## config.mk

```make
export PLATFORM = sky130hd
export DESIGN_NAME = seq_alu
export DESIGN_NICKNAME = d
export VERILOG_FILES = /design/src/rtl/alu_pkg.sv /design/src/rtl/alu_comb.sv /design/src/rtl/seq_alu.sv
export SDC_FILE = /design/constraint.sdc
export NUM_CORES = 1
export LEC_CHECK = 0
export CAP_MARGIN = 20
export CORE_MARGIN = 5
export CORE_UTILIZATION = 50
export DETAILED_ROUTE_END_ITERATION = 8
export PLACE_DENSITY = 0.73
export SLEW_MARGIN = 20
export SYNTH_ARGS = -nofsm -noshare
export SYNTH_HDL_FRONTEND = slang
export SYNTH_SLANG_ARGS = --single-unit
```

## constraint.sdc

```tcl
create_clock -name clk -period 10.2 [get_ports clk]
set_input_delay 2.55 -clock clk [delete_from_list [all_inputs] [get_ports clk]]
set_output_delay 2.55 -clock clk [all_outputs]
set_load 0.005 [all_outputs]
```

## src/rtl/alu_pkg.sv

```systemverilog
// Shared ALU definitions: operation codes, sequencer state encoding, op-class helper.
// Latency: n/a (declarations only).
// Backpressure: n/a.
package alu_pkg;

  // Operation codes as produced by the ALU decoder.
  localparam logic [2:0] ALU_AND = 3'b000;
  localparam logic [2:0] ALU_OR  = 3'b001;
  localparam logic [2:0] ALU_ADD = 3'b010;
  localparam logic [2:0] ALU_XOR = 3'b011;
  localparam logic [2:0] ALU_SLL = 3'b100;
  localparam logic [2:0] ALU_SRL = 3'b101;
  localparam logic [2:0] ALU_SUB = 3'b110;
  localparam logic [2:0] ALU_ILL = 3'b111;

  // Sequencer states: waiting for work, iterating a shift, presenting a result.
  typedef enum logic [1:0] {
    IDLE  = 2'd0,
    SHIFT = 2'd1,
    HOLD  = 2'd2
  } state_t;

  // Shifts are the only multi-cycle operations.
  function automatic logic is_shift(input logic [2:0] op);
    return (op == ALU_SLL) || (op == ALU_SRL);
  endfunction

endpackage

```

## src/rtl/alu_comb.sv

```systemverilog
// Single-cycle ALU ops: ADD/SUB (wrapping), AND/OR/XOR; shift and illegal codes yield 0.
// Latency: purely combinational.
// Backpressure: none; the sequencer decides when the output is captured.
module alu_comb
  import alu_pkg::*;
#(
  parameter int WIDTH = 32
) (
  input  logic [2:0]       op,
  input  logic [WIDTH-1:0] a,
  input  logic [WIDTH-1:0] b,
  output logic [WIDTH-1:0] y
);

  // Select the operation; carries/overflow fall off the top of the result width.
  always_comb begin
    y = '0;
    case (op)
      ALU_ADD: y = a + b;
      ALU_SUB: y = a - b;
      ALU_AND: y = a & b;
      ALU_OR:  y = a | b;
      ALU_XOR: y = a ^ b;
      default: y = '0;
    endcase
  end

endmodule

```

## src/rtl/seq_alu.sv

```systemverilog
// Sequential ALU: single-cycle ops via alu_comb, shifts iterated one bit per cycle.
// Latency: result valid 1 cycle after accept, or 1+shamt cycles for shifts with shamt>0.
// Backpressure: result held in HOLD until out_ready; in_ready only in IDLE, so issue interval >= 2.
module seq_alu
  import alu_pkg::*;
#(
  parameter int WIDTH = 32
) (
  input  logic             clk,
  input  logic             reset,
  input  logic             in_valid,
  output logic             in_ready,
  input  logic [2:0]       alucontrol,
  input  logic [WIDTH-1:0] a,
  input  logic [WIDTH-1:0] b,
  output logic             out_valid,
  input  logic             out_ready,
  output logic [WIDTH-1:0] result,
  output logic             zero
);

  state_t           state;
  state_t           state_nxt;
  logic [WIDTH-1:0] shreg;
  logic [WIDTH-1:0] sh_nxt;
  logic [4:0]       cnt;
  logic             sh_right;
  logic [WIDTH-1:0] comb_y;
  logic             accept;
  logic             op_shift;
  logic [4:0]       shamt;

  alu_comb #(.WIDTH(WIDTH)) u_alu_comb (
    .op (alucontrol),
    .a  (a),
    .b  (b),
    .y  (comb_y)
  );

  assign in_ready  = (state == IDLE) && !reset;
  assign out_valid = (state == HOLD);
  assign accept    = in_valid && in_ready;
  assign op_shift  = is_shift(alucontrol);
  assign shamt     = b[4:0];
  assign sh_nxt    = sh_right ? (shreg >> 1) : (shreg << 1);

  // State register; reset abandons any in-flight operation.
  always_ff @(posedge clk) begin
    if (reset) begin
      state <= IDLE;
    end else begin
      state <= state_nxt;
    end
  end

  // Next-state: a shift leaves SHIFT on the edge that performs its last step.
  always_comb begin
    state_nxt = state;
    case (state)
      IDLE: begin
        if (accept) begin
          state_nxt = (op_shift && (shamt != 5'd0)) ? SHIFT : HOLD;
        end
      end
      SHIFT: begin
        if (cnt == 5'd1) begin
          state_nxt = HOLD;
        end
      end
      HOLD: begin
        if (out_ready) begin
          state_nxt = IDLE;
        end
      end
      default: state_nxt = IDLE;
    endcase
  end

  // Datapath: capture operands on accept, step the shifter, load result/zero when done.
  always_ff @(posedge clk) begin
    if (reset) begin
      shreg    <= '0;
      cnt      <= 5'd0;
      sh_right <= 1'b0;
      result   <= '0;
      zero     <= 1'b0;
    end else begin
      case (state)
        IDLE: begin
          if (accept) begin
            if (op_shift) begin
              shreg    <= a;
              cnt      <= shamt;
              sh_right <= (alucontrol == ALU_SRL);
              if (shamt == 5'd0) begin
                result <= a;
                zero   <= (a == '0);
              end
            end else begin
              result <= comb_y;
              zero   <= (comb_y == '0);
            end
          end
        end
        SHIFT: begin
          shreg <= sh_nxt;
          cnt   <= cnt - 5'd1;
          if (cnt == 5'd1) begin
            result <= sh_nxt;
            zero   <= (sh_nxt == '0);
          end
        end
        default: ;
      endcase
    end
  end

endmodule

```

==> Word-level counts from Yosys, hierarchy flattened <==
Cells that the tools add are included.
{ "word_totals": {"ff_bits": 73, "out_inout_bits": 35} }
{ "op_classes": {"n_addsub": 3, "eq_ne": 14, "mux": 23, "n_bitwise": 3, "reduce_logical": 17} }
{ "op_table": {"columns": ["op", "n"], "rows": [
  ["$mux 32", 7],
  ["$pmux 32 s5", 1],
  ["$pmux 32 s2", 2],
  ["$logic_not 32->1", 3],
  ["$add 32x32->32", 1],
  ["$and 32x32->32", 1],
  ["$or 32x32->32", 1],
  ["$sub 32x32->32", 1],
  ["$xor 32x32->32", 1],
  ["$mux 5", 2],
  ["$pmux 5 s2", 1],
  ["$eq 3x3->1 const B", 3],
  ["$reduce_and 3->1", 3],
  ["$mux 2", 4],
  ["$eq 3x2->1 const B", 2],
  ["$ne 2x2->1 const B", 3],
  ["$pmux 2 s3", 1],
  ["$eq 5x1->1 const B", 1],
  ["$logic_not 5->1", 1],
  ["$reduce_bool 5->1", 1],
  ["$sub 5x1->5 const B", 1],
  ["$mux 1", 4],
  ["$reduce_and 4->1", 1],
  ["$eq 3x1->1 const B", 1],
  ["other kinds (11)", 13]
]} }

==> Logic depth before layout (Yosys ltp) <==
{ "depth": {"ltp_word": 6, "mapped_depth": 21, "mapped_depth_nobuf": 21} }

==> By module <==
Synthesis repeated with hierarchy kept, for this count alone.
{ "hier_totals": {"cells_unflattened": 1133, "area_unflattened_um2": 8553.2} }
{ "modules_own_cells": {"columns": ["mod", "n_inst", "cells_each", "area_per_inst_um2", "seq_area_each_um2"], "rows": [
  ["seq_alu", 1, 524, 4291.6, 1461.4],
  ["alu_comb", 1, 609, 4261.6, 0.0]
]} }

==> Worst setup path after synthesis <==
Ideal clock, no wire load.
{ "synth_path": {"kind": "in2reg", "startpoint": "input alucontrol[1]", "endpoint": "register zero", "setup_ns": 0.096, "arrival_time_ns": 6.470, "setup_slack_ns": 3.634, "cell_stages": 18, "path_buffers": 4, "cell_sequence": "buf_2 > nor2b_1 > clkbuf_1 > clkbuf_1 > nand2_1 > clkbuf_1 > a21o_1 > fa_1 > nand2b_1 > a21oi_1 > o31ai_2 > a31oi_1 > o21ai_0 > a22oi_1 > xor2_1 > a2111oi_0 > nand4_1 > o41ai_2"} }
{ "synth_between": {"elab_chain_cells": 6, "elab_cells_between_ends": 15} }
{ "synth_rtl": {"columns": ["item", "line", "text"], "rows": [
  ["start, declared", "seq_alu.sv:13", "input logic [2:0] alucontrol,"],
  ["$eq 3x2->1, or another cell as far along", "alu_comb.sv:18", "case (op)"],
  ["$pmux 32 s5", "alu_comb.sv:18", null],
  ["$logic_not 32->1", "seq_alu.sv:101", "zero <= (comb_y == '0);"],
  ["$mux 1", "seq_alu.sv:91", "if (op_shift) begin"],
  ["$mux 1", "seq_alu.sv:90", "if (accept) begin"],
  ["$pmux 1 s2", "seq_alu.sv:88", "case (state)"],
  ["end signal, assigned", "seq_alu.sv:97", "zero <= (a == '0);"],
  ["end signal, assigned", "seq_alu.sv:101", null],
  ["end signal, assigned", "seq_alu.sv:110", "zero <= (sh_nxt == '0);"],
  ["end, declared", "seq_alu.sv:19", "output logic zero"]
]} }
Several ways; a longest one is shown, not always the timed one. The select of a mux whose other input is x is not followed.
A chain may end at the register's enable or synchronous reset.

==> Worst setup path after layout <==
{ "layout_path": {"startpoint": "input b[2]", "endpoint": "register zero"} }
{ "layout_between": {"elab_chain_cells": 6, "elab_cells_between_ends": 13} }
{ "layout_rtl": {"columns": ["item", "line", "text"], "rows": [
  ["start, declared", "seq_alu.sv:15", "input logic [WIDTH-1:0] b,"],
  ["$sub 32x32->32, or another cell as far along", "alu_comb.sv:20", "ALU_SUB: y = a - b;"],
  ["$pmux 32 s5", "alu_comb.sv:18", null],
  ["$logic_not 32->1", "seq_alu.sv:101", null],
  ["$mux 1", "seq_alu.sv:91", null],
  ["$mux 1", "seq_alu.sv:90", null],
  ["$pmux 1 s2", "seq_alu.sv:88", null]
]} }
Several ways; a longest one is shown, not always the timed one. The select of a mux whose other input is x is not followed.

==> impl_metrics.py <==
metrics = {
    "cts": {
        "cts_max_level": 3,
        "clkSinkCount": 73,
        "cts_buffers": 9,
        "post-cts-setup-buffers": 0,
        "clk_pin_slew_ps": 60,
        "ctsHoldBuffers": 0,
        "worstSkewPairLatency_ps": 340,
        "clk_path_buf_depth": 2,
        "cts_tree": "yes",
        "cts_resized": 0,
        "root_buffer": "clkbuf_16",
    },
    "sta": {
        "timing.final.ws_setup_ps": 2610,
        "min_period_ps": 7590,
        "grt_setup_unrepaired": "false",
        "final_max_slew_viol_count": 0,
        "fin_crit_sh_pct": 74.4,
        "relSlewSlack_pct": 26.1,
        "max_freq_mhz": 132,
        "skew_ps": 9.37,
        "worst_slew_pin_slew_ps": 1110,
        "hold_violations": 0,
        "finalHoldWorstSlack_ps": 452,
        "finalSetupViolCount": 0,
        "fin_setup_tns_ps": 0,
    },
    "setup_path": {
        "worst_setup_path_end_kind": "flip-flop",
        "cp.arrival_ps": 7840,
        "cp_max_fo": 5,
        "critPathKind": "input port to flip-flop",
        "ff2ff_setup_slack_ps": 6820,
        "startpoint_type": "input port",
        "cp.required_ps": 10450,
    },
    "global_routing": {
        "grt_pass1_wl_um": 48000,
        "grt_pass1_vias": 8658,
        "grt_overflow": 0,
        "grt_usage_pct": 29.5,
        "antenna_found_initial": 0,
        "grt_max_degree": 77,
    },
    "logic_synthesis": {
        "yosys_warnings": 0,
        "synth_nets": 1380,
        "synth_area_leaders": "dfxtp_1 17%, ha_1 14%, nand2_1 6.3%, a21oi_1 5.8%, nor2_1 4.4%",
        "synth_top_flop_cell": "dfxtp_1",
        "syn-instance-count": 1209,
        "syn_area_mm2": 0.00868,
        "synthArstFlopShare_pct": 0,
        "ys_seq_area_share_pct": 16.8,
        "ys_ff_latch": 73,
        "synth_edf_count": 0,
        "postSynthAreaPerCell_um2": 7.18,
        "synth_top_area_cell": "dfxtp_1",
        "synth_top_area_share_pct": 16.8,
        "yosysUniqueCellTypes": 77,
    },
    "finish": {
        "n_fill_cell": 1634,
        "final_area_mm2": 0.0101,
        "nets": 1429,
        "drive_gt1_share_pct": 5.54,
        "insertedDiodeCount": 0,
        "syn_to_final_growth_pct": 16.3,
        "final_core_util_pct": 58.8,
    },
    "place": {
        "gp_congestion": 0.975,
        "dp.final_hpwl_um": 23100,
        "port_buffers": 105,
        "dp_slack_ps": 2310,
        "dpl-instance-area_mm2": 0.00979,
    },
    "power_and_ir_drop": {
        "ir_worst_vdd_mv": 0.103,
        "power_density_mw_per_mm2": 111,
        "total_leakage_power_nw": 4.05,
    },
    "routing": {
        "finalWirelength_um": 30300,
        "via_count": 9403,
        "wl_per_cell_um": 20.4,
        "dr.pass1.iters": 5,
        "drcViolationCount": 0,
        "routed_via_density": 6.32,
        "ant_nets": 0,
        "drtIter0Drc": 1117,
    },
    "hold_path": {
        "hold_class": "flip-flop to flip-flop",
    },
    "floorplanning": {
        "rows": 48,
        "dieWidth_um": 142,
        "die_height_um": 142,
        "start_util_pct": 50.5,
        "core_mm2": 0.0172,
        "die_area_mm2": 0.0201,
        "ios": 106,
    },
    "status": {
        "status": "complete, no violations",
    },
    "run": {
        "max_cap_violations": 0,
    },
}
critical path: stages:
cell             delay (ps)
clkdlybuf4s50_1         510
nor4_1                  670
and2_1                  280
nand2_1                  90
nor2_1                  320
nand3_1                 190
nor3_1                  360
inv_1                   100
o21ai_0                 200
xnor2_1                 150
ha_1                    300
a21oi_1                 300
mux2i_1                 220
o22ai_1                 130
nor4_1                  290
nand4_1                 140
nor4_2                  180
nand4_1                 120
a211oi_1                310
nand4_1                 160
o41ai_2                 270
cells in the mapped netlist (all sizes together) (17+ instances only):
master  number
a211oi      31
a21oi      100
a22oi       26
a311oi      24
a31oi       17
buf         22
clkbuf      57
dfxtp       73
ha          99
inv         91
mux2i       23
nand2      146
nand2b      31
nor2       102
nor2b       21
nor3        30
nor4        23
o21ai       54
xnor2       35
worst paths after layout:
check          endpoint       start  depth (start not counted)
min          result[30]  result[30]                          2
min reg2reg  result[30]  result[30]                          2
max reg2reg        zero    state[0]                         11
max                zero        b[2]                         21
metal layers:
metal / share of wire, % / vias up / global-route usage (%)
li1: - / 4455 / -
met1: 44 / 4428 / 41.9
met2: 46 / 463 / 47.9
met3: 7.8 / 57 / 2.26
met4: 2.5 / 0 / 8.43
met5: 0 / - / 0
logic make-up (layout without fill, tap and decap cells):
family	Yosys count	in the layout	synth area share, %
simple gates	418	418	23.4
compound gates	365	365	28.5
buf+inv	170	224	7.65
fa+ha+maj	100	100	14.5
flops	73	73	16.8
xor+xnor	48	48	4.93
mux	35	35	4.21
registers in the layout, indices dropped and copies added, names as in the netlist:
name	cells
shreg	32
sh_right	1
cnt	5
zero	1
result	32
state	2
cells in the final DEF (no fill, tap or decap), drive strengths merged, types with 4 or more instances in the layout:
| cell type | n |
|---|---|
| nand4 | 13 |
| o211ai | 16 |
| inv | 91 |
| o21ai | 54 |
| nand3 | 15 |
| nor4 | 23 |
| clkdlybuf4s50 | 103 |
| a221oi | 4 |
| a21o | 16 |
| o221ai | 7 |
| a21boi | 4 |
| xnor2 | 35 |
| nor2b | 21 |
| xor2 | 13 |
| o21a | 6 |
| dfxtp | 73 |
| nand2b | 31 |
| and2 | 6 |
| nand2 | 146 |
| a31oi | 17 |
| a311oi | 24 |
| a211oi | 31 |
| ha | 99 |
| nor3 | 30 |
| or3 | 9 |
| buf | 14 |
| a21oi | 100 |
| o31ai | 6 |
| o22ai | 16 |
| and3 | 8 |
| a22oi | 26 |
| mux2 | 12 |
| a32oi | 8 |
| mux2i | 23 |
| a2111oi | 4 |
| nor2 | 102 |
| clkbuf | 12 |
| nor3b | 7 |
cell type report:
type	instances	area (um2)	area share, %
clock buffer	12	256	2.54
clock inverter	4	51.3	0.508
inverter	91	342	3.38
multi-input combinational	966	6570	65.1
sequential	73	1460	14.5
tap	225	282	2.79
timing repair buffer	117	1130	11.2
power breakdown:
part           internal, mW  switching, mW  leakage (nW)
Sequential            0.305         0.0202         0.596
Clock                 0.203          0.122         0.149
Combinational         0.192          0.279          3.31
per-stage QoR:
step                instances  power, mW
global route             1488       1.18
global placement         1472      0.786
floorplan                1209      0.629
finish                   1488       1.12
CTS                      1488       1.11
detailed placement       1472      0.789
Note: power is estimated with default switching activity, not from simulation.
